[config.mk]
export PLATFORM = sky130hd
export DESIGN_NAME = snurisc_mem_arbiter
export DESIGN_NICKNAME = d
export VERILOG_FILES = /design/src/rtl/snurisc_mem_arbiter.sv
export SDC_FILE = /design/constraint.sdc
export NUM_CORES = 1
export LEC_CHECK = 0
export CORE_AREA = 2 2 163 165
export CTS_BUF_LIST = sky130_fd_sc_hd__clkbuf_8
export CTS_CLUSTER_DIAMETER = 60
export DETAILED_ROUTE_END_ITERATION = 16
export DIE_AREA = 0 0 165 167
export GPL_TIMING_DRIVEN = 0
export HOLD_SLACK_MARGIN = 0.15
export PLACE_DENSITY = 0.61
export REMOVE_ABC_BUFFERS = 1
export SYNTH_ARGS = -nofsm -noshare
export SYNTH_HDL_FRONTEND = slang
export SYNTH_SLANG_ARGS = --single-unit
export TNS_END_PERCENT = 50
[constraint.sdc]
create_clock -name i_clk -period 3.7 [get_ports i_clk]
set_input_delay 0.37 -clock i_clk [delete_from_list [all_inputs] [get_ports i_clk]]
set_output_delay 0.37 -clock i_clk [all_outputs]
set_load 0.05 [all_outputs]
[src/rtl/snurisc_mem_arbiter.sv]
// rtl/snurisc_mem_arbiter.sv - three-way arbiter (loader, dmem, imem) onto one memory port
// One transaction outstanding at a time, with a response watchdog and a sticky error flag.
module snurisc_mem_arbiter #(
  parameter int AW      = 32,
  parameter int DW      = 32,
  parameter int TIMEOUT = 255
) (
  input  logic            i_clk,
  input  logic            i_reset,
  input  logic            i_ld_req,
  input  logic            i_ld_we,
  input  logic [AW-1:0]   i_ld_addr,
  input  logic [DW-1:0]   i_ld_wdata,
  input  logic [DW/8-1:0] i_ld_wstrb,
  output logic            o_ld_gnt,
  output logic            o_ld_rvalid,
  output logic [DW-1:0]   o_ld_rdata,
  input  logic            i_dm_req,
  input  logic            i_dm_we,
  input  logic [AW-1:0]   i_dm_addr,
  input  logic [DW-1:0]   i_dm_wdata,
  input  logic [DW/8-1:0] i_dm_wstrb,
  output logic            o_dm_gnt,
  output logic            o_dm_rvalid,
  output logic [DW-1:0]   o_dm_rdata,
  input  logic            i_im_req,
  input  logic            i_im_we,
  input  logic [AW-1:0]   i_im_addr,
  input  logic [DW-1:0]   i_im_wdata,
  input  logic [DW/8-1:0] i_im_wstrb,
  output logic            o_im_gnt,
  output logic            o_im_rvalid,
  output logic [DW-1:0]   o_im_rdata,
  output logic            o_mem_req,
  output logic            o_mem_we,
  output logic [AW-1:0]   o_mem_addr,
  output logic [DW-1:0]   o_mem_wdata,
  output logic [DW/8-1:0] o_mem_wstrb,
  input  logic            i_mem_ready,
  input  logic            i_mem_rvalid,
  input  logic [DW-1:0]   i_mem_rdata,
  output logic            o_busy,
  output logic            o_err
);

  localparam int          SW        = DW / 8;
  localparam logic [15:0] WDOG_LAST = 16'(TIMEOUT - 1);
  localparam logic        WDOG_EN   = (TIMEOUT != 0);

  typedef enum logic [1:0] {S_IDLE, S_ISSUE, S_WAIT} state_e;
  typedef enum logic [1:0] {OWN_NONE, OWN_LD, OWN_DM, OWN_IM} owner_e;

  state_e          state_q;
  owner_e          owner_q;
  logic            rr_last_q;  // 1: imem won last, so dmem wins the next tie
  logic [15:0]     wdog_q;
  logic            err_q;
  logic            we_q;
  logic [AW-1:0]   addr_q;
  logic [DW-1:0]   wdata_q;
  logic [SW-1:0]   wstrb_q;

  owner_e          win;
  logic            sel_we;
  logic [AW-1:0]   sel_addr;
  logic [DW-1:0]   sel_wdata;
  logic [SW-1:0]   sel_wstrb;
  logic            in_issue;
  logic            in_wait;
  logic            wait_tmo;
  logic            rsp_fire;
  logic [DW-1:0]   rsp_data;

  always_comb begin
    win       = OWN_NONE;
    sel_we    = 1'b0;
    sel_addr  = '0;
    sel_wdata = '0;
    sel_wstrb = '0;
    if (state_q == S_IDLE && i_reset) begin
      if (i_ld_req)                              win = OWN_LD;
      else if (i_dm_req && (!i_im_req || rr_last_q)) win = OWN_DM;
      else if (i_im_req)                         win = OWN_IM;
    end
    case (win)
      OWN_LD: begin
        sel_we = i_ld_we; sel_addr = i_ld_addr; sel_wdata = i_ld_wdata; sel_wstrb = i_ld_wstrb;
      end
      OWN_DM: begin
        sel_we = i_dm_we; sel_addr = i_dm_addr; sel_wdata = i_dm_wdata; sel_wstrb = i_dm_wstrb;
      end
      OWN_IM: begin
        sel_we = i_im_we; sel_addr = i_im_addr; sel_wdata = i_im_wdata; sel_wstrb = i_im_wstrb;
      end
      default: ;
    endcase
  end

  assign o_ld_gnt = (win == OWN_LD);
  assign o_dm_gnt = (win == OWN_DM);
  assign o_im_gnt = (win == OWN_IM);

  assign in_issue = (state_q == S_ISSUE);
  assign in_wait  = (state_q == S_WAIT);
  // A response in the timeout cycle takes precedence over the abort.
  assign wait_tmo = WDOG_EN && (wdog_q == WDOG_LAST) && !i_mem_rvalid;
  assign rsp_fire = in_wait && (i_mem_rvalid || wait_tmo);
  assign rsp_data = i_mem_rvalid ? i_mem_rdata : '0;

  assign o_ld_rvalid = rsp_fire && (owner_q == OWN_LD);
  assign o_dm_rvalid = rsp_fire && (owner_q == OWN_DM);
  assign o_im_rvalid = rsp_fire && (owner_q == OWN_IM);
  assign o_ld_rdata  = o_ld_rvalid ? rsp_data : '0;
  assign o_dm_rdata  = o_dm_rvalid ? rsp_data : '0;
  assign o_im_rdata  = o_im_rvalid ? rsp_data : '0;

  assign o_mem_req   = in_issue;
  assign o_mem_we    = in_issue && we_q;
  assign o_mem_addr  = in_issue ? addr_q  : '0;
  assign o_mem_wdata = in_issue ? wdata_q : '0;
  assign o_mem_wstrb = in_issue ? wstrb_q : '0;
  assign o_busy      = (state_q != S_IDLE);
  assign o_err       = err_q;

  always_ff @(posedge i_clk or negedge i_reset) begin
    if (!i_reset) begin
      state_q   <= S_IDLE;
      owner_q   <= OWN_NONE;
      rr_last_q <= 1'b1;
      wdog_q    <= '0;
      err_q     <= 1'b0;
      we_q      <= 1'b0;
      addr_q    <= '0;
      wdata_q   <= '0;
      wstrb_q   <= '0;
    end else begin
      case (state_q)
        S_IDLE: begin
          if (i_mem_rvalid) err_q <= 1'b1;
          if (win != OWN_NONE) begin
            we_q    <= sel_we;
            addr_q  <= sel_addr;
            wdata_q <= sel_wdata;
            wstrb_q <= sel_wstrb;
            owner_q <= win;
            if (win == OWN_DM) rr_last_q <= 1'b0;
            if (win == OWN_IM) rr_last_q <= 1'b1;
            state_q <= S_ISSUE;
          end
        end
        S_ISSUE: begin
          if (i_mem_rvalid) err_q <= 1'b1;
          if (i_mem_ready) begin
            wdog_q  <= '0;
            state_q <= S_WAIT;
          end
        end
        S_WAIT: begin
          if (i_mem_rvalid) begin
            owner_q <= OWN_NONE;
            state_q <= S_IDLE;
          end else if (wait_tmo) begin
            err_q   <= 1'b1;
            owner_q <= OWN_NONE;
            state_q <= S_IDLE;
          end else if (wdog_q != 16'hFFFF) begin
            wdog_q  <= wdog_q + 16'd1;
          end
        end
        default: state_q <= S_IDLE;
      endcase
    end
  end

endmodule
==> flow_metrics.py, run 1 <==
metrics = {
    "min_path": {
        "hold_path_class": "reg -> reg",
        "hp-start": "o_err",
        "whs_path_depth": 2,
        "hold_end": "o_err",
    },
    "sta": {
        "fmax_mhz": 295,
        "maxSlewHeadroom_pct": 42.6,
        "setup_violations": 0,
        "whs_ps": 507,
        "rsz0062_at_grt": "false",
        "max_slew.worst_pin.slew_ps": 861,
        "final-max-slew-violation-count": 0,
        "fin_skew_ps": 20.1,
        "min_period_over_period_pct": 91.7,
        "hold_violations": 0,
        "fin_crit_ps": 3390,
    },
    "worst_setup_path": {
        "critPathArrivalTime_ps": 3020,
        "r2r_slack_ps": 1090,
        "crit_chain": "inv_1, nor2_4, nand2_1, nor2_2, buf_8, and2_1, clkdlybuf4s50_1",
        "worstPathRequired_ps": 3330,
        "cpPeakStageDelay_ps": 820,
        "r2r-start": "state_q[0]",
        "worst_r2r_path_depth": 8,
        "r2r-end": "wdata_q[17]",
        "endpoint_kind": "output port",
        "timing.critical_path.slowest_stage_cell": "clkdlybuf4s50_1",
        "crit_path_start_kind": "flip-flop",
        "crit_fanout": 20,
        "crit_type": "reg -> out",
    },
    "route": {
        "first_iter_violations": 370,
        "drc": 0,
        "dr.pass1.iters": 5,
        "wl_um": 25200,
        "wl_per_cell_um": 17.4,
        "vias_per_cell": 4.70,
        "antenna_left": 0,
        "vias": 6817,
    },
    "pwr": {
        "ir_worst_vdd_mv": 0.299,
        "switching_share_pct": 50.2,
        "power_frac_comb_pct": 63.5,
        "p_int_mw": 3.32,
        "seq_power_share_pct": 25.1,
        "power.switching_mw": 3.35,
        "p_clk_share_pct": 11.4,
        "p_per_area_nw_per_um2": 625,
        "p_leak_nw": 4.18,
        "finalPower_mw": 6.68,
    },
    "clock_network": {
        "clk_path_buf_depth": 2,
        "clk_pin_slew_worst_paths_ps": 100,
        "cts_sinks": 91,
        "h-tree-depth": 3,
        "cts_buffers": 9,
        "clock_latency_ps": 380,
        "cts_root_buf": "clkbuf_8",
        "tritoncts": "done",
    },
    "logic_synthesis": {
        "netlist_instances": 716,
        "async_reset_ff_share_pct": 100,
        "ys_seq_elements": 91,
        "ys_types": 41,
        "ys_seq_area_share_pct": 40.0,
        "synthFlopType": "dfrtp_1",
        "syn_area_um2": 5690,
        "syn_area_per_cell_um2": 7.95,
        "yosys_warnings": 0,
        "synth_edf_count": 0,
    },
    "cells_and_area": {
        "final_util_pct": 41.5,
        "regArea_um2": 2280,
        "layoutNonFillerInstCount": 1449,
        "diodes": 0,
        "nFillCells": 2655,
        "multi_input_area_um2": 3220,
        "drive_above_1_share_pct": 5.21,
        "design_area_um2": 10700,
        "nNetsFinal": 1357,
        "area_delta_synth_final_pct": 87.7,
    },
    "global_route": {
        "grt-ovfl-total": 0,
        "track_usage_pct": 17.9,
        "first_global_vias": 6655,
        "antenna_found_initial": 0,
        "grt_pass1_wl_um": 38200,
        "grt_max_degree": 71,
    },
    "floorplan": {
        "fp.dieH_um": 167,
        "ioPinCount": 420,
        "core_area_um2": 25800,
        "num_rows": 59,
        "start_util_pct": 22.1,
        "die_x_um": 165,
        "dieArea_um2": 27600,
    },
    "placed_design": {
        "hpwl_um": 19000,
        "routabilityCongestion": 0.792,
        "io_buffers": 419,
        "dp_cells": 1431,
        "dpl_cell_area_um2": 10400,
    },
    "run": {
        "cap_violations": 0,
    },
    "outcome": {
        "status": "complete, no violations",
    },
}
-- cell families after synthesis --
kind of cell,synth area share (%)
muxes,0.176
AOI/OAI and AO/OA,19.6
and+or+nand+nor,35.3
buffers and inverters,4.50
DFF,40.0
adders and majority gates,0.439
-- metal layers --
layer,GRT usage (%),part of all wire [%]
met4,5.07,2.2
met5,0,0
met2,30.9,49
met1,21.1,40
met3,5.83,8.7
-- worst max path at each step --
stage                    start             to  depth (start not counted)
global placement       i_reset    wdata_q[26]                          4
global route        state_q[1]  o_dm_rdata[6]                          7
floorplan           state_q[1]      addr_q[0]                          4
CTS                 state_q[1]  o_dm_rdata[6]                          7
finish              state_q[1]  o_dm_rdata[6]                          7
detailed placement  state_q[1]  o_dm_rdata[6]                          7
-- synth_stat cells, types with 4 or more instances --
cell type,instances,share of area (%)
and2_1,166,18
nor4_1,4,0.44
nand2_1,154,10
nand2b_1,4,0.44
o31ai_1,6,0.79
a21o_1,7,0.92
nor3_1,8,0.70
o22ai_1,69,7.6
nor2_1,19,1.3
nand3_1,13,1.1
a21oi_1,4,0.35
nand4_1,4,0.44
dfrtp_1,90,40
inv_1,7,0.46
a211o_1,6,0.92
clkbuf_1,53,3.5
a31oi_1,70,7.7
-- metrics by stage --
step | setup WS [ps] | TNS [ps]
after floorplan | -836 | -59800
after global placement | -9620 | -903110
after detailed placement | 170 | 0
after CTS | 19.9 | 0
after global routing | 56.3 | 0
final | 307 | 0
-- sequential cells by signal, indices dropped and copies added (netlist names) --
| signal | count |
|---|---|
| addr_q | 32 |
| o_err | 1 |
| owner_q | 2 |
| rr_last_q | 1 |
| state_q | 2 |
| wdata_q | 32 |
| wdog_q | 16 |
| we_q | 1 |
| wstrb_q | 4 |
-- worst max-delay path, delay by kind of cell (launching register included) --
family / cells / cell delay (ps)
buffers and inverters: 3 / 1140
DFF: 1 / 380
and+or+nand+nor: 4 / 1130
-- cell type report --
cell class,count,share of cell area (%)
multi-input cells,561,30.1
clock inverters,7,0.773
clock buffers,9,1.16
flip-flops and latches,91,21.3
repair buffers,439,42.5
inverters,7,0.246
well taps,335,3.92
-- power by group through the flow --
stage	registers [mW]	logic [mW]	clock network, mW
after detailed placement	1.69	4.28	0
after global routing	1.74	4.49	0.831
after global placement	1.69	4.19	0
final	1.68	4.24	0.760
after CTS	1.67	4.29	0.794
after floorplan	1.62	2.63	0
-- repair_timing --
action,in CTS,in global routing
endpoints found under the setup margin,62,61
hold endpoints to repair,43,0
pin swaps,0,0
hold buffers,2,0
buffers inserted,0,0
resized for setup,1,1
-- cell usage in the layout (no fill, tap or decap), types with 5 or more instances in the layout --
master and count:
inv_1 6, a21o_1 6, buf_16 5, dfrtp_1 90, a211o_1 6, nand2_1 154, clkbuf_8 9, o31ai_1 6
nand3_1 12, and2_1 166, clkdlybuf4s50_1 418, buf_6 6, nor3_1 7, nor2_1 14, o22ai_1 69, a31oi_1 70
Power figures use the tool's default switching activity.
==> run 2, diff against run 1 <==
Settings changed: CAP_MARGIN set to 20.
==> run 2 against run 1 <==
  * Non-clock buffer count stayed put
  * Via count is 0.12% higher
  * Final area is 0.12% lower
  * Critical endpoint unchanged
==> flow_metrics.py, run 2 (synthesis gave the netlist of run 1 again) <==
metrics = {
    "route": {
        "vias_per_cell": 4.71,
        "m1WireLength_um": 9800,
        "drc": 0,
        "dr.pass1.iters": 5,
        "first_iter_violations": 326,
        "wl_um": 25200,
        "top_layer_used": "met4",
        "wl_per_cell_um": 17.4,
        "antenna_left": 0,
        "vias": 6825,
        "dr_wl_met2_um": 12500,
        "wl_met3_um": 2380,
    },
    "sta": {
        "max_slew.worst_pin.slew_ps": 845,
        "min_period_over_period_pct": 91.4,
        "fin_skew_ps": 22.8,
        "finalWorstSetupSlack_ps": 317,
        "setup_violations": 0,
        "final-max-slew-violation-count": 0,
        "rsz0062_at_grt": "false",
        "whs_ps": 508,
        "fmax_mhz": 296,
        "maxSlewHeadroom_pct": 43.7,
        "fin_crit_ps": 3380,
        "final.setup.tns_ps": 0,
        "hold_violations": 0,
    },
    "clock_network": {
        "cts_root_buf": "clkbuf_8",
        "cts_buffers": 9,
        "clk_path_buf_depth": 2,
        "clock_latency_ps": 390,
        "post-cts-setup-buffers": 0,
        "h-tree-depth": 3,
        "clk_pin_slew_worst_paths_ps": 110,
        "tritoncts": "done",
        "cts_sinks": 91,
    },
    "worst_setup_path": {
        "timing.critical_path.slowest_stage_cell": "clkdlybuf4s50_1",
        "cpPeakStageDelay_ps": 820,
        "crit_type": "reg -> out",
        "endpoint_kind": "output port",
        "crit_fanout": 20,
        "critPathArrivalTime_ps": 3010,
        "worstPathRequired_ps": 3330,
        "crit_chain": "inv_1, nor2_4, nand2_1, nor2_2, buf_8, and2_1, clkdlybuf4s50_1",
        "worst_r2r_path_depth": 8,
        "r2r-start": "state_q[0]",
        "crit_path_start_kind": "flip-flop",
        "r2r_slack_ps": 1110,
        "path_buf_inv": 3,
        "critPathTopFamily": "buffers and inverters",
        "r2r-end": "wdata_q[10]",
    },
    "cells_and_area": {
        "area_delta_synth_final_pct": 87.5,
        "mostFrequentLayoutCell": "clkdlybuf4s50_1",
        "nNetsFinal": 1357,
        "drive_above_1_share_pct": 5.21,
        "final_cell_mix": "clkdlybuf4s50_1 (418), and2_1 (166), nand2_1 (154)",
        "reg_top3": "addr_q: 32 flops, wdata_q: 32 flops, wdog_q: 16 flops",
        "design_area_um2": 10700,
    },
    "min_path": {
        "hold_path_class": "reg -> reg",
        "hold_end": "o_err",
        "hp-start": "o_err",
        "whs_path_depth": 2,
    },
    "placed_design": {
        "dpl_cell_area_um2": 10400,
        "io_buffers": 419,
        "routabilityCongestion": 0.792,
        "hpwl_um": 19100,
        "place_ws_ps": 164,
    },
    "outcome": {
        "status": "complete, no violations",
    },
    "global_route": {
        "grt_pass1_wl_um": 38400,
        "grt-ovfl-total": 0,
        "grt_max_degree": 71,
        "track_usage_pct": 18.0,
        "antenna_found_initial": 1,
        "first_global_vias": 6728,
    },
    "floorplan": {
        "num_rows": 59,
        "start_util_pct": 22.1,
        "dieArea_um2": 27600,
        "core_area_um2": 25800,
        "fp.dieH_um": 167,
        "die_x_um": 165,
        "ioPinCount": 420,
    },
    "pwr": {
        "finalPower_mw": 6.63,
        "ir_worst_vdd_mv": 0.298,
        "p_per_area_nw_per_um2": 621,
        "p_leak_nw": 4.18,
    },
    "run": {
        "cap_violations": 0,
    },
}
==> run 2: changes by cell type in the layout (fill, tap and decap cells not counted) <==
cell / change
bufinv_16: -1
clkbuf_8: +1
clkinvlp_4: -1
diode_2: +1
inv_6: +1
==> run 2: cell type report <==
class	count	area, um2
Antenna cell	1	2.50
Clock buffer	10	138
Clock inverter	6	53.8
Fill cell	2653	15100
Inverter	7	26.3
Multi-Input combinational cell	561	3220
Sequential cell	91	2280
Tap cell	335	419
Timing Repair Buffer	439	4540
==> run 2: worst reg2reg max path, cell delays in order (launching register included) <==
cell,delay (ps)
dfrtp_1,440
nor2_1,290
nand2_1,260
nor3_2,620
buf_6,230
buf_6,160
buf_4,230
buf_6,170
a31oi_1,90
==> run 2: stage by stage <==
| step | util (%) | std cells |
|---|---|---|
| 6_report | 41.4 | 1450 |
| 5_1_grt | 41.4 | 1450 |
| 4_1_cts | 41.4 | 1449 |
| 3_5_place_dp | 40.5 | 1431 |
| 3_3_place_gp | 39.1 | 1413 |
| 2_1_floorplan | - | 659 |
==> run 2: how the worst max path moves through the flow <==
stage	from	endpoint	slack (ps)	cells after the start
after floorplan	state_q[1]	addr_q[0]	-840	4
after global placement	i_reset	wdata_q[26]	-9620	4
after detailed placement	state_q[1]	o_dm_rdata[6]	160	7
after CTS	state_q[1]	o_dm_rdata[6]	20	7
after global routing	state_q[1]	o_dm_rdata[6]	70	7
final	state_q[1]	o_dm_rdata[6]	320	7
==> run 2: routing by layer <==
| layer | vias up | GRT usage, % |
|---|---|---|
| li1 | 3295 | - |
| met1 | 3189 | 20.8 |
| met2 | 314 | 31.1 |
| met3 | 27 | 5.98 |
| met4 | 0 | 5.71 |
| met5 | - | 0 |
==> run 2: repair_timing <==
action / 4_1_cts / 5_1_grt
resized for setup: 1 / 1
hold buffers: 2 / 0
endpoints found under the hold margin: 43 / 0
endpoints found under the setup margin: 63 / 61
==> run 2: report_power, final <==
group | internal [mW] | switching [mW] | total, mW
registers | 1.42 | 0.256 | 1.67
logic | 1.58 | 2.66 | 4.24
clock network | 0.278 | 0.437 | 0.715
==> run 3, diff against run 2 <==
Settings changed: GPL_TIMING_DRIVEN 0 to unset.
==> run 3 against run 2 <==
  * Cell count decreased by 0.48%
  * Non-clock buffer count down 6
  * Hold slack got worse by 8.9 ps
  * Die area unchanged
  * Sequential share of layout area up 0.92 points
==> flow_metrics.py, run 3 (synthesis gave the netlist of run 1 again) <==
metrics = {
    "outcome": {
        "status": "complete, no violations",
    },
    "pwr": {
        "ir_worst_vdd_mv": 0.484,
        "p_per_area_nw_per_um2": 642,
        "power_frac_comb_pct": 62.0,
        "switching_share_pct": 49.5,
        "finalPower_mw": 6.57,
        "p_leak_nw": 4.31,
        "p_clk_share_pct": 11.7,
        "seq_power_share_pct": 26.3,
        "p_int_mw": 3.32,
        "power.switching_mw": 3.26,
    },
    "sta": {
        "min_period_over_period_pct": 87.3,
        "setup_violations": 0,
        "fmax_mhz": 310,
        "whs_ps": 499,
        "rsz0062_at_grt": "false",
        "final.setup.tns_ps": 0,
        "maxSlewHeadroom_pct": 39.1,
        "final-max-slew-violation-count": 0,
        "hold_violations": 0,
        "finalWorstSetupSlack_ps": 471,
        "fin_skew_ps": 17.4,
        "fin_crit_ps": 3230,
        "max_slew.worst_pin.slew_ps": 913,
    },
    "route": {
        "vias": 6668,
        "wl_per_cell_um": 17.2,
        "drc": 0,
        "dr.pass1.iters": 5,
        "first_iter_violations": 361,
        "wl_um": 24800,
        "vias_per_cell": 4.62,
        "antenna_left": 0,
    },
    "worst_setup_path": {
        "cpPeakStageDelay_ps": 810,
        "r2r-end": "wdog_q[15]",
        "critPathTopFamily": "simple AND/OR/NAND/NOR gates",
        "worstPathRequired_ps": 3330,
        "critPathArrivalTime_ps": 2860,
        "crit_fanout": 5,
        "timing.critical_path.slowest_stage_cell": "clkdlybuf4s50_1",
        "crit_path_start_kind": "flip-flop",
        "r2r-start": "wdog_q[0]",
        "r2r_slack_ps": 1420,
        "path_buf_inv": 2,
        "worst_r2r_path_depth": 6,
        "crit_chain": "inv_1, ha_1, nor4bb_1, nand4b_1, nand2b_1, nand2_1, nor2_1, clkdlybuf4s50_1",
        "endpoint_kind": "output port",
        "crit_type": "reg -> out",
    },
    "clock_network": {
        "post-cts-setup-buffers": 0,
        "tritoncts": "done",
        "postCtsHoldBufs": 1,
        "clk_path_buf_depth": 2,
        "cts_sinks": 91,
        "clock_latency_ps": 380,
        "h-tree-depth": 3,
        "cts_root_buf": "clkbuf_8",
        "cts_buffers": 9,
        "cts_resized": 0,
        "clk_pin_slew_worst_paths_ps": 90,
    },
    "min_path": {
        "whs_path_depth": 2,
        "hold_path_class": "reg -> reg",
        "hold_end": "o_err",
        "hp-start": "o_err",
    },
    "floorplan": {
        "fp.dieH_um": 167,
        "num_rows": 59,
        "die_x_um": 165,
        "start_util_pct": 22.1,
        "ioPinCount": 420,
        "dieArea_um2": 27600,
        "core_area_um2": 25800,
    },
    "placed_design": {
        "routabilityCongestion": 0.790,
        "place_ws_ps": 867,
        "io_buffers": 419,
        "dpl_cell_area_um2": 10000,
        "hpwl_um": 18500,
        "dp_cells": 1426,
    },
    "cells_and_area": {
        "final_util_pct": 39.7,
        "reg_top3": "addr_q: 32 flops, wdata_q: 32 flops, wdog_q: 16 flops",
        "nFillCells": 2689,
        "final_cell_mix": "clkdlybuf4s50_1 (322), and2_1 (166), nand2_1 (154)",
        "layoutNonFillerInstCount": 1443,
        "nNetsFinal": 1351,
        "design_area_um2": 10200,
        "area_delta_synth_final_pct": 79.8,
        "mostFrequentLayoutCell": "clkdlybuf4s50_1",
        "drive_above_1_share_pct": 12.8,
        "diodes": 0,
    },
    "global_route": {
        "antenna_found_initial": 0,
        "grt_pass1_wl_um": 37000,
        "first_global_vias": 6559,
        "grt-ovfl-total": 0,
        "grt_max_degree": 72,
        "track_usage_pct": 17.3,
    },
    "run": {
        "cap_violations": 0,
    },
}
==> run 3: cell count changes in the layout (fill, tap and decap cells not counted), moves of 2 or more <==
cell	delta
buf_16	-5
buf_4	+105
buf_6	-6
buf_8	-3
bufinv_16	+2
clkdlybuf4s50_1	-96
inv_1	+2
inv_6	-4
nor2_1	+4
nor2_2	-3
==> run 3: area by class of cell <==
class | instances | area, um2 | area share, %
clock inverter | 6 | 81.3 | 0.795
tap | 335 | 419 | 4.09
clock buffer | 10 | 138 | 1.34
timing repair buffer | 433 | 4100 | 40.0
multi-input combinational | 561 | 3200 | 31.2
inverter | 7 | 26.3 | 0.257
sequential | 91 | 2280 | 22.3
==> run 3: how the worst max path moves through the flow <==
stage / from / endpoint / slack, ps / depth (start not counted)
3_3_place_gp: wdog_q[0] / o_ld_rvalid / 940 / 8
4_1_cts: wdog_q[0] / o_im_rvalid / 440 / 8
2_1_floorplan: state_q[1] / addr_q[0] / -840 / 4
5_1_grt: wdog_q[0] / o_im_rvalid / 250 / 8
6_report: wdog_q[0] / o_im_rvalid / 470 / 8
3_5_place_dp: wdog_q[0] / o_im_rvalid / 870 / 8
==> run 3: power groups by stage <==
stage / clock [mW] / combinational [mW] / sequential (mW)
2_1_floorplan: 0 / 2.63 / 1.62
3_3_place_gp: 0 / 4.10 / 1.75
3_5_place_dp: 0 / 4.11 / 1.75
4_1_cts: 0.809 / 4.12 / 1.73
5_1_grt: 0.839 / 4.32 / 1.79
6_report: 0.772 / 4.08 / 1.73
==> run 3: layer usage <==
| metal | up-vias | share of wire, % | GRT usage (%) |
|---|---|---|---|
| li1 | 3270 | - | - |
| met2 | 293 | 50 | 30.9 |
| met4 | 0 | 1.6 | 4.50 |
| met1 | 3081 | 39 | 19.6 |
| met5 | - | 0 | 0 |
| met3 | 24 | 9.3 | 5.70 |
==> run 3: worst register-to-register path, delay by kind of cell, from the launching register on <==
family	cells	cell delay (ps)
AOI/OAI and AO/OA	2	570
adders and majority gates	1	270
DFF	1	410
and+or+nand+nor	3	980
